File: config.mk
export PLATFORM = sky130hd
export DESIGN_NAME = imm_decode_pipe_flat
export DESIGN_NICKNAME = d
export VERILOG_FILES = /design/src/rtl/imm_pkg.sv /design/src/rtl/imm_decode_pipe_if.sv /design/src/rtl/imm_format.sv /design/src/rtl/imm_decode_pipe.sv /design/src/flat_wrapper.sv
export SDC_FILE = /design/constraint.sdc
export NUM_CORES = 1
export LEC_CHECK = 0
export CAP_MARGIN = 15
export CORE_ASPECT_RATIO = 0.8
export CORE_UTILIZATION = 30
export CTS_CLUSTER_SIZE = 40
export DETAILED_ROUTE_END_ITERATION = 6
export PLACE_DENSITY = 0.47
export SLEW_MARGIN = 30
export SYNTH_ARGS = -nofsm -noshare
export SYNTH_HDL_FRONTEND = slang
export SYNTH_SLANG_ARGS = --single-unit
File: constraint.sdc
create_clock -name clk -period 9.8 [get_ports clk]
set_clock_uncertainty 0.05 [all_clocks]
set_input_delay 1.96 -clock clk [delete_from_list [all_inputs] [get_ports clk]]
set_output_delay 1.96 -clock clk [all_outputs]
set_load 0.02 [all_outputs]
File: src/rtl/imm_pkg.sv
// Shared types for the immediate-decode stage: format enum, opcodes and the
// buffer-entry layout used by both the output and skid registers.
package imm_pkg;

  // Entries are stored at the widest legal datapath; narrower builds use the low bits.
  localparam int XLEN_MAX = 64;

  localparam logic [6:0] OPC_LOAD      = 7'b0000011;
  localparam logic [6:0] OPC_OP_IMM    = 7'b0010011;
  localparam logic [6:0] OPC_AUIPC     = 7'b0010111;
  localparam logic [6:0] OPC_OP_IMM_32 = 7'b0011011;
  localparam logic [6:0] OPC_STORE     = 7'b0100011;
  localparam logic [6:0] OPC_LUI       = 7'b0110111;
  localparam logic [6:0] OPC_BRANCH    = 7'b1100011;
  localparam logic [6:0] OPC_JALR      = 7'b1100111;
  localparam logic [6:0] OPC_JAL       = 7'b1101111;
  localparam logic [6:0] OPC_SYSTEM    = 7'b1110011;

  typedef enum logic [3:0] {
    IMM_NONE, IMM_I, IMM_S, IMM_B, IMM_U, IMM_J, IMM_Z,
    IMM_CI, IMM_CSS, IMM_CIW, IMM_CL, IMM_CS, IMM_CB, IMM_CJ
  } imm_type_e;

  typedef struct packed {
    logic [XLEN_MAX-1:0] imm;
    imm_type_e           typ;
    logic [XLEN_MAX-1:0] pc;
    logic [XLEN_MAX-1:0] target;
    logic                illegal;
  } imm_entry_t;

endpackage

File: src/rtl/imm_decode_pipe_if.sv
// Fetch-side and register-read-side handshake bundle of the immediate-decode stage.
interface imm_decode_pipe_if import imm_pkg::*; #(parameter int XLEN = 32);
  logic            in_valid;
  logic            in_ready;
  logic [31:0]     in_inst;
  logic [XLEN-1:0] in_pc;
  logic            out_valid;
  logic            out_ready;
  logic [XLEN-1:0] out_imm;
  imm_type_e       out_type;
  logic [XLEN-1:0] out_pc;
  logic [XLEN-1:0] out_target;
  logic            out_illegal;

  modport master (
    output in_valid, in_inst, in_pc, out_ready,
    input  in_ready, out_valid, out_imm, out_type, out_pc, out_target, out_illegal
  );

  modport slave (
    input  in_valid, in_inst, in_pc, out_ready,
    output in_ready, out_valid, out_imm, out_type, out_pc, out_target, out_illegal
  );
endinterface

File: src/rtl/imm_format.sv
// Combinational opcode -> {format, immediate, illegal} map at XLEN width.
// Compressed (RVC) decode is present only when IMMDEC_RVC_EN is defined.
module imm_format import imm_pkg::*; #(
  parameter int XLEN = 32
) (
  input  logic [31:0]     inst_i,
  output imm_type_e       typ_o,
  output logic [XLEN-1:0] imm_o,
  output logic            illegal_o
);

  localparam bit RV64 = (XLEN == 64);

  logic [31:0] imm32;
  logic        unused_f3;

  // Every format is first assembled as a 32-bit value whose bit 31 already holds the
  // correct extension bit, so one signed widening covers both sign and zero extension.
  always_comb begin
    typ_o     = IMM_NONE;
    imm32     = '0;
    illegal_o = 1'b0;
    if (inst_i[1:0] == 2'b11) begin
      case (inst_i[6:0])
        OPC_LOAD, OPC_OP_IMM, OPC_JALR: begin
          typ_o = IMM_I; imm32 = {{20{inst_i[31]}}, inst_i[31:20]};
        end
        OPC_OP_IMM_32: begin
          if (RV64) begin
            typ_o = IMM_I; imm32 = {{20{inst_i[31]}}, inst_i[31:20]};
          end else begin
            illegal_o = 1'b1;
          end
        end
        OPC_STORE: begin
          typ_o = IMM_S; imm32 = {{20{inst_i[31]}}, inst_i[31:25], inst_i[11:7]};
        end
        OPC_BRANCH: begin
          typ_o = IMM_B;
          imm32 = {{19{inst_i[31]}}, inst_i[31], inst_i[7], inst_i[30:25], inst_i[11:8], 1'b0};
        end
        OPC_LUI, OPC_AUIPC: begin
          typ_o = IMM_U; imm32 = {inst_i[31:12], 12'b0};
        end
        OPC_JAL: begin
          typ_o = IMM_J;
          imm32 = {{11{inst_i[31]}}, inst_i[31], inst_i[19:12], inst_i[20], inst_i[30:21], 1'b0};
        end
        OPC_SYSTEM: begin
          if (inst_i[14]) begin
            typ_o = IMM_Z; imm32 = {27'b0, inst_i[19:15]};
          end else begin
            typ_o = IMM_I; imm32 = {{20{inst_i[31]}}, inst_i[31:20]};
          end
        end
        default: illegal_o = 1'b1;
      endcase
    end else begin
`ifdef IMMDEC_RVC_EN
      // Register-only compressed forms (CR/CA) are legal but carry no immediate.
      case ({inst_i[1:0], inst_i[15:13]})
        5'b00_000: begin
          typ_o = IMM_CIW;
          imm32 = {22'b0, inst_i[10:7], inst_i[12:11], inst_i[5], inst_i[6], 2'b00};
        end
        5'b00_010, 5'b00_110: begin
          typ_o = inst_i[15] ? IMM_CS : IMM_CL;
          imm32 = {25'b0, inst_i[5], inst_i[12:10], inst_i[6], 2'b00};
        end
        5'b00_001, 5'b00_101, 5'b00_011, 5'b00_111: begin
          typ_o = inst_i[15] ? IMM_CS : IMM_CL;
          if (!inst_i[14] || RV64) imm32 = {24'b0, inst_i[6:5], inst_i[12:10], 3'b000};
          else                     imm32 = {25'b0, inst_i[5], inst_i[12:10], inst_i[6], 2'b00};
        end
        5'b01_000, 5'b01_010: begin
          typ_o = IMM_CI; imm32 = {{26{inst_i[12]}}, inst_i[12], inst_i[6:2]};
        end
        5'b01_001: begin
          if (RV64) begin
            typ_o = IMM_CI; imm32 = {{26{inst_i[12]}}, inst_i[12], inst_i[6:2]};
          end else begin
            typ_o = IMM_CJ;
            imm32 = {{20{inst_i[12]}}, inst_i[12], inst_i[8], inst_i[10:9], inst_i[6],
                     inst_i[7], inst_i[2], inst_i[11], inst_i[5:3], 1'b0};
          end
        end
        5'b01_011: begin
          typ_o = IMM_CI;
          if (inst_i[11:7] == 5'd2)
            imm32 = {{22{inst_i[12]}}, inst_i[12], inst_i[4:3], inst_i[5], inst_i[2], inst_i[6], 4'b0};
          else
            imm32 = {{14{inst_i[12]}}, inst_i[12], inst_i[6:2], 12'b0};
        end
        5'b01_100: begin
          if (inst_i[11:10] == 2'b10) begin
            typ_o = IMM_CB; imm32 = {{26{inst_i[12]}}, inst_i[12], inst_i[6:2]};
          end else if (inst_i[11:10] != 2'b11) begin
            typ_o = IMM_CB; imm32 = {26'b0, inst_i[12], inst_i[6:2]};
          end
        end
        5'b01_101: begin
          typ_o = IMM_CJ;
          imm32 = {{20{inst_i[12]}}, inst_i[12], inst_i[8], inst_i[10:9], inst_i[6],
                   inst_i[7], inst_i[2], inst_i[11], inst_i[5:3], 1'b0};
        end
        5'b01_110, 5'b01_111: begin
          typ_o = IMM_CB;
          imm32 = {{23{inst_i[12]}}, inst_i[12], inst_i[6:5], inst_i[2], inst_i[11:10], inst_i[4:3], 1'b0};
        end
        5'b10_000: begin
          typ_o = IMM_CI; imm32 = {26'b0, inst_i[12], inst_i[6:2]};
        end
        5'b10_010: begin
          typ_o = IMM_CI; imm32 = {24'b0, inst_i[3:2], inst_i[12], inst_i[6:4], 2'b00};
        end
        5'b10_001, 5'b10_011: begin
          typ_o = IMM_CI;
          if (!inst_i[14] || RV64) imm32 = {23'b0, inst_i[4:2], inst_i[12], inst_i[6:5], 3'b000};
          else                     imm32 = {24'b0, inst_i[3:2], inst_i[12], inst_i[6:4], 2'b00};
        end
        5'b10_110: begin
          typ_o = IMM_CSS; imm32 = {24'b0, inst_i[8:7], inst_i[12:9], 2'b00};
        end
        5'b10_101, 5'b10_111: begin
          typ_o = IMM_CSS;
          if (!inst_i[14] || RV64) imm32 = {23'b0, inst_i[9:7], inst_i[12:10], 3'b000};
          else                     imm32 = {24'b0, inst_i[8:7], inst_i[12:9], 2'b00};
        end
        5'b10_100: typ_o = IMM_NONE;
        default:   illegal_o = 1'b1;
      endcase
`else
      illegal_o = 1'b1;
`endif
    end
  end

  assign imm_o     = XLEN'($signed(imm32));
  assign unused_f3 = ^inst_i[13:12];

endmodule

File: src/rtl/imm_decode_pipe.sv
// Registered immediate-decode stage: format map, pc+imm adder and a 2-entry
// (output + skid) buffer. Optional RVC decode via IMMDEC_RVC_EN.
module imm_decode_pipe import imm_pkg::*; #(
  parameter int XLEN = 32
) (
  input  logic              clk,
  input  logic              rst,
  input  logic              flush,
  imm_decode_pipe_if.slave  bus
);

  imm_type_e       fmt_typ;
  logic [XLEN-1:0] fmt_imm;
  logic [XLEN-1:0] fmt_target;
  logic            fmt_illegal;
  imm_entry_t      new_entry;

  imm_entry_t out_q, out_d, skid_q, skid_d;
  logic       out_vld_q, out_vld_d, skid_vld_q, skid_vld_d;
  logic       accept, drain;

  imm_format #(.XLEN(XLEN)) u_format (
    .inst_i    (bus.in_inst),
    .typ_o     (fmt_typ),
    .imm_o     (fmt_imm),
    .illegal_o (fmt_illegal)
  );

  assign fmt_target = bus.in_pc + fmt_imm;

  always_comb begin
    new_entry         = '0;
    new_entry.imm     = XLEN_MAX'(fmt_imm);
    new_entry.typ     = fmt_typ;
    new_entry.pc      = XLEN_MAX'(bus.in_pc);
    new_entry.target  = XLEN_MAX'(fmt_target);
    new_entry.illegal = fmt_illegal;
  end

  assign accept = bus.in_valid && !skid_vld_q;
  assign drain  = out_vld_q && bus.out_ready;

  // The skid can only be occupied while the output register is full, so when the
  // output frees up and the skid holds data, in_ready was low and nothing is accepted.
  always_comb begin
    out_d      = out_q;
    skid_d     = skid_q;
    out_vld_d  = out_vld_q;
    skid_vld_d = skid_vld_q;
    if (flush) begin
      out_vld_d  = 1'b0;
      skid_vld_d = 1'b0;
    end else if (!out_vld_q || drain) begin
      if (skid_vld_q) begin
        out_d      = skid_q;
        out_vld_d  = 1'b1;
        skid_vld_d = 1'b0;
      end else begin
        if (accept) out_d = new_entry;
        out_vld_d = accept;
      end
    end else if (accept) begin
      skid_d     = new_entry;
      skid_vld_d = 1'b1;
    end
  end

  always_ff @(posedge clk) begin
    if (rst) begin
      out_q      <= '0;
      skid_q     <= '0;
      out_vld_q  <= 1'b0;
      skid_vld_q <= 1'b0;
    end else begin
      out_q      <= out_d;
      skid_q     <= skid_d;
      out_vld_q  <= out_vld_d;
      skid_vld_q <= skid_vld_d;
    end
  end

  assign bus.in_ready    = !skid_vld_q;
  assign bus.out_valid   = out_vld_q;
  assign bus.out_imm     = out_q.imm[XLEN-1:0];
  assign bus.out_type    = out_q.typ;
  assign bus.out_pc      = out_q.pc[XLEN-1:0];
  assign bus.out_target  = out_q.target[XLEN-1:0];
  assign bus.out_illegal = out_q.illegal;

  generate
    if (XLEN < XLEN_MAX) begin : g_narrow
      logic unused_hi;
      assign unused_hi = ^{out_q.imm[XLEN_MAX-1:XLEN], out_q.pc[XLEN_MAX-1:XLEN],
                           out_q.target[XLEN_MAX-1:XLEN]};
    end
  endgenerate

endmodule

File: src/flat_wrapper.sv
// flat-port wrapper written by rule: the top's interface ports become plain ports
module imm_decode_pipe_flat import imm_pkg::*;
#(
  parameter int XLEN = 32
)
  (clk, rst, flush, bus_in_valid, bus_in_inst, bus_in_pc, bus_out_ready, bus_in_ready, bus_out_valid, bus_out_imm, bus_out_type, bus_out_pc, bus_out_target, bus_out_illegal);
  imm_decode_pipe_if #(.XLEN(XLEN)) bus_i ();
  input  logic clk;
  input  logic rst;
  input  logic flush;
  input wire logic [$bits(bus_i.in_valid)-1:0] bus_in_valid;
  input wire logic [$bits(bus_i.in_inst)-1:0] bus_in_inst;
  input wire logic [$bits(bus_i.in_pc)-1:0] bus_in_pc;
  input wire logic [$bits(bus_i.out_ready)-1:0] bus_out_ready;
  output wire logic [$bits(bus_i.in_ready)-1:0] bus_in_ready;
  output wire logic [$bits(bus_i.out_valid)-1:0] bus_out_valid;
  output wire logic [$bits(bus_i.out_imm)-1:0] bus_out_imm;
  output wire logic [$bits(bus_i.out_type)-1:0] bus_out_type;
  output wire logic [$bits(bus_i.out_pc)-1:0] bus_out_pc;
  output wire logic [$bits(bus_i.out_target)-1:0] bus_out_target;
  output wire logic [$bits(bus_i.out_illegal)-1:0] bus_out_illegal;
  assign bus_i.in_valid = bus_in_valid;
  assign bus_i.in_inst = bus_in_inst;
  assign bus_i.in_pc = bus_in_pc;
  assign bus_i.out_ready = bus_out_ready;
  assign bus_in_ready = bus_i.in_ready;
  assign bus_out_valid = bus_i.out_valid;
  assign bus_out_imm = bus_i.out_imm;
  assign bus_out_type = bus_i.out_type;
  assign bus_out_pc = bus_i.out_pc;
  assign bus_out_target = bus_i.out_target;
  assign bus_out_illegal = bus_i.out_illegal;
  imm_decode_pipe #(.XLEN(XLEN)) u_core (.clk(clk), .rst(rst), .flush(flush), .bus(bus_i));
endmodule
==> results.cfg <==
[outcome]
status = finished clean

[global_route]
grt_max_degree = 110
use_met2_pct = 30.4
busiest_layer = met2
antenna_found_initial = 0
grt_use_met3_pct = 2.51
grt_pass1_wl_mm = 54.1
grt_pass1_vias = 8908
gr-usage-all-layers_pct = 19.6
met1_usage_pct = 28.7
gr-total-overflow = 0

[timing]
min_period_ps = 5890
maxSlewHeadroom_pct = 37.9
fin_tns_setup_ps = 0
worst_pin_slew_ps = 932
timing.final.hold_violations = 0
rsz0062_at_grt = false
post-route-period-util_pct = 60.1
max_freq_mhz = 170
setup_viol = 0
drv_slew = 0

[floorplan]
die_y_um = 167
placementRows = 60
core_sq_um = 33600
io_pins = 172
die_area_sq_um = 34900
initial_utilization_pct = 30.5
die_x_um = 209

[cts]
root_buffer = clkbuf_16
postCtsHoldBufs = 0
clkSlewWorstSetupHoldPaths_ps = 60
cts_tree = built
post_cts_resize_count = 0
cts.sinks = 202
insertion_delay_ps = 520
htree_levels = 1
post_cts_buffers = 0
cts_buffers = 24
max-clock-path-buffers = 3

[detailed_routing]
wl_mm = 35.0
drt_iter0_drc = 568
via_count = 9569
final_antenna_net_count = 0
vias_per_cell = 5.10
drc = 0
wire_per_inst_um = 18.6
first_pass_iters = 6

[layout]
layout_commonest_cell = nand2_1
nets = 1529
fillCellCount = 3506
multiInputGateArea_sq_um = 5680
regArea_sq_um = 4050
synthToLayoutAreaGrowth_pct = 26.1
drive_gt1_share_pct = 5.54
n_antenna_cell = 0
mostFrequentLayoutCells = nand2_1, dfxtp_1, clkdlybuf4s50_1, a21oi_1, nor2_1

[worst_setup_path]
startpoint_type = primary input
r2r_start = u_core.skid_vld_q
crit_required_ps = 10120
crit_type = in2reg
worst_ep_arrival_time_ps = 6220
worstSetupEndpointType = register
crit_fanout = 13
worstSetupStartpoint = bus_in_inst[4]

[logic_synthesis]
synthFlopType = dfxtp_1
syn_area_per_cell_sq_um = 7.75
yosys_warnings = 0
synth-edff-count = 0
synth_nets = 1424
async_flop_share_pct = 0
syn-cell-area_sq_um = 10300
synth_cells = 1323
yosysSeqAreaShare_pct = 39.4
yosysUniqueCellTypes = 69
synth_seq_cells = 202

[placed_design]
place.gp.congestion = 0.839
io_buffers = 170
dp_hpwl_mm = 24.7

[power]
power_density_nw_per_um2 = 156
p_leak_nw = 4.73
p_total_w = 0.00202
irDropWorstVdd_mv = 0.0949

[min_path]
hp-class = reg2reg
min_from = u_core.bus.out_imm[12]

[run]
maxCapViolCount = 0
[stage by stage]
| stage | std cells | util (%) | setup slack, ps | hold WS (ps) | cell area [sq um] |
|---|---|---|---|---|---|
| after floorplan | 1323 | - | 4740 | 382 | 10300 |
| after global placement | 1836 | 36.2 | 3390 | 389 | 12200 |
| after detailed placement | 1836 | 36.2 | 3410 | 393 | 12200 |
| after CTS | 1877 | 38.5 | 3950 | 401 | 12900 |
| after global routing | 1877 | 38.5 | 3580 | 418 | 12900 |
| final | 1877 | 38.5 | 3910 | 399 | 12900 |
[state kept, by name (all words and copies together), names as in the netlist]
signal and count:
u_core.bus.out_pc 32, u_core.bus.out_target 32, u_core.skid_vld_q 1, u_core.bus.out_valid 1, u_core.bus.out_type 3, u_core.bus.out_illegal 1
u_core.skid_q 100, u_core.bus.out_imm 32
[path summary, 6_finish.rpt]
path	endpoint	slack, ps	depth (start not counted)
worst max-delay path	u_core.bus.out_target[31]	3910	16
worst min-delay path	u_core.bus.out_imm[12]	400	2
worst max register to register	u_core.bus.out_target[29]	6400	6
worst min register to register	u_core.bus.out_imm[12]	400	2
[critical path, stage by stage]
cell	delay (ps)
clkdlybuf4s50_1	680
nor2b_1	530
o211ai_1	200
and3b_4	260
nor2b_4	340
a21oi_2	100
inv_1	130
ha_1	350
a21oi_1	310
o21ai_1	170
o41ai_1	360
a21oi_1	160
a221oi_2	290
xnor2_1	140
o21bai_1	140
a21oi_1	80
[kinds of logic (layout without fill, tap and decap cells)]
logic type | Yosys count | in the layout | synth area share, %
buf+inv | 135 | 255 | 5.33
simple gates | 475 | 475 | 19.4
xor+xnor | 29 | 29 | 2.48
compound gates | 401 | 401 | 24.7
mux | 48 | 48 | 4.68
other cells | 1 | 1 | 0.0366
fa+ha+maj | 32 | 32 | 3.98
flops | 202 | 202 | 39.4
[synth_stat cells (6+ instances only)]
master / count / share of area, %
a211oi_1: 82 / 6.0
a21o_1: 7 / 0.51
a21oi_1: 164 / 8.0
a21oi_2: 12 / 1.0
buf_2: 8 / 0.39
clkbuf_1: 82 / 3.0
dfxtp_1: 202 / 39
ha_1: 31 / 3.8
inv_1: 35 / 1.3
mux2i_1: 48 / 4.7
nand2_1: 275 / 10
nand4_1: 10 / 0.61
nor2_1: 130 / 4.8
nor2b_1: 11 / 0.67
nor3_1: 17 / 0.83
o211ai_1: 10 / 0.73
o21ai_0: 60 / 2.9
o21ai_1: 14 / 0.68
o21bai_1: 6 / 0.44
xnor2_1: 19 / 1.6
xor2_1: 10 / 0.85
[area by class of cell]
type	count	area share (%)
inverter	36	1.04
clock inverter	7	0.493
timing repair buffer	178	13.6
sequential	202	31.3
clock buffer	34	5.48
multi-input combinational	986	43.9
tap	434	4.20
[report_power, final]
| group | internal, W | total [W] | switching (W) | leakage, nW |
|---|---|---|---|---|
| sequential | 0.000847 | 0.000862 | 0.0000155 | 1.64 |
| clock | 0.000527 | 0.000888 | 0.000361 | 0.387 |
| combinational | 0.000111 | 0.000274 | 0.000163 | 2.70 |
[layer usage]
layer	wire, um	vias up
li1	-	4825
met1	17500	4496
met2	15400	203
met3	1310	45
met4	773	0
met5	0	-
Note: power is estimated with default switching activity, not from simulation.
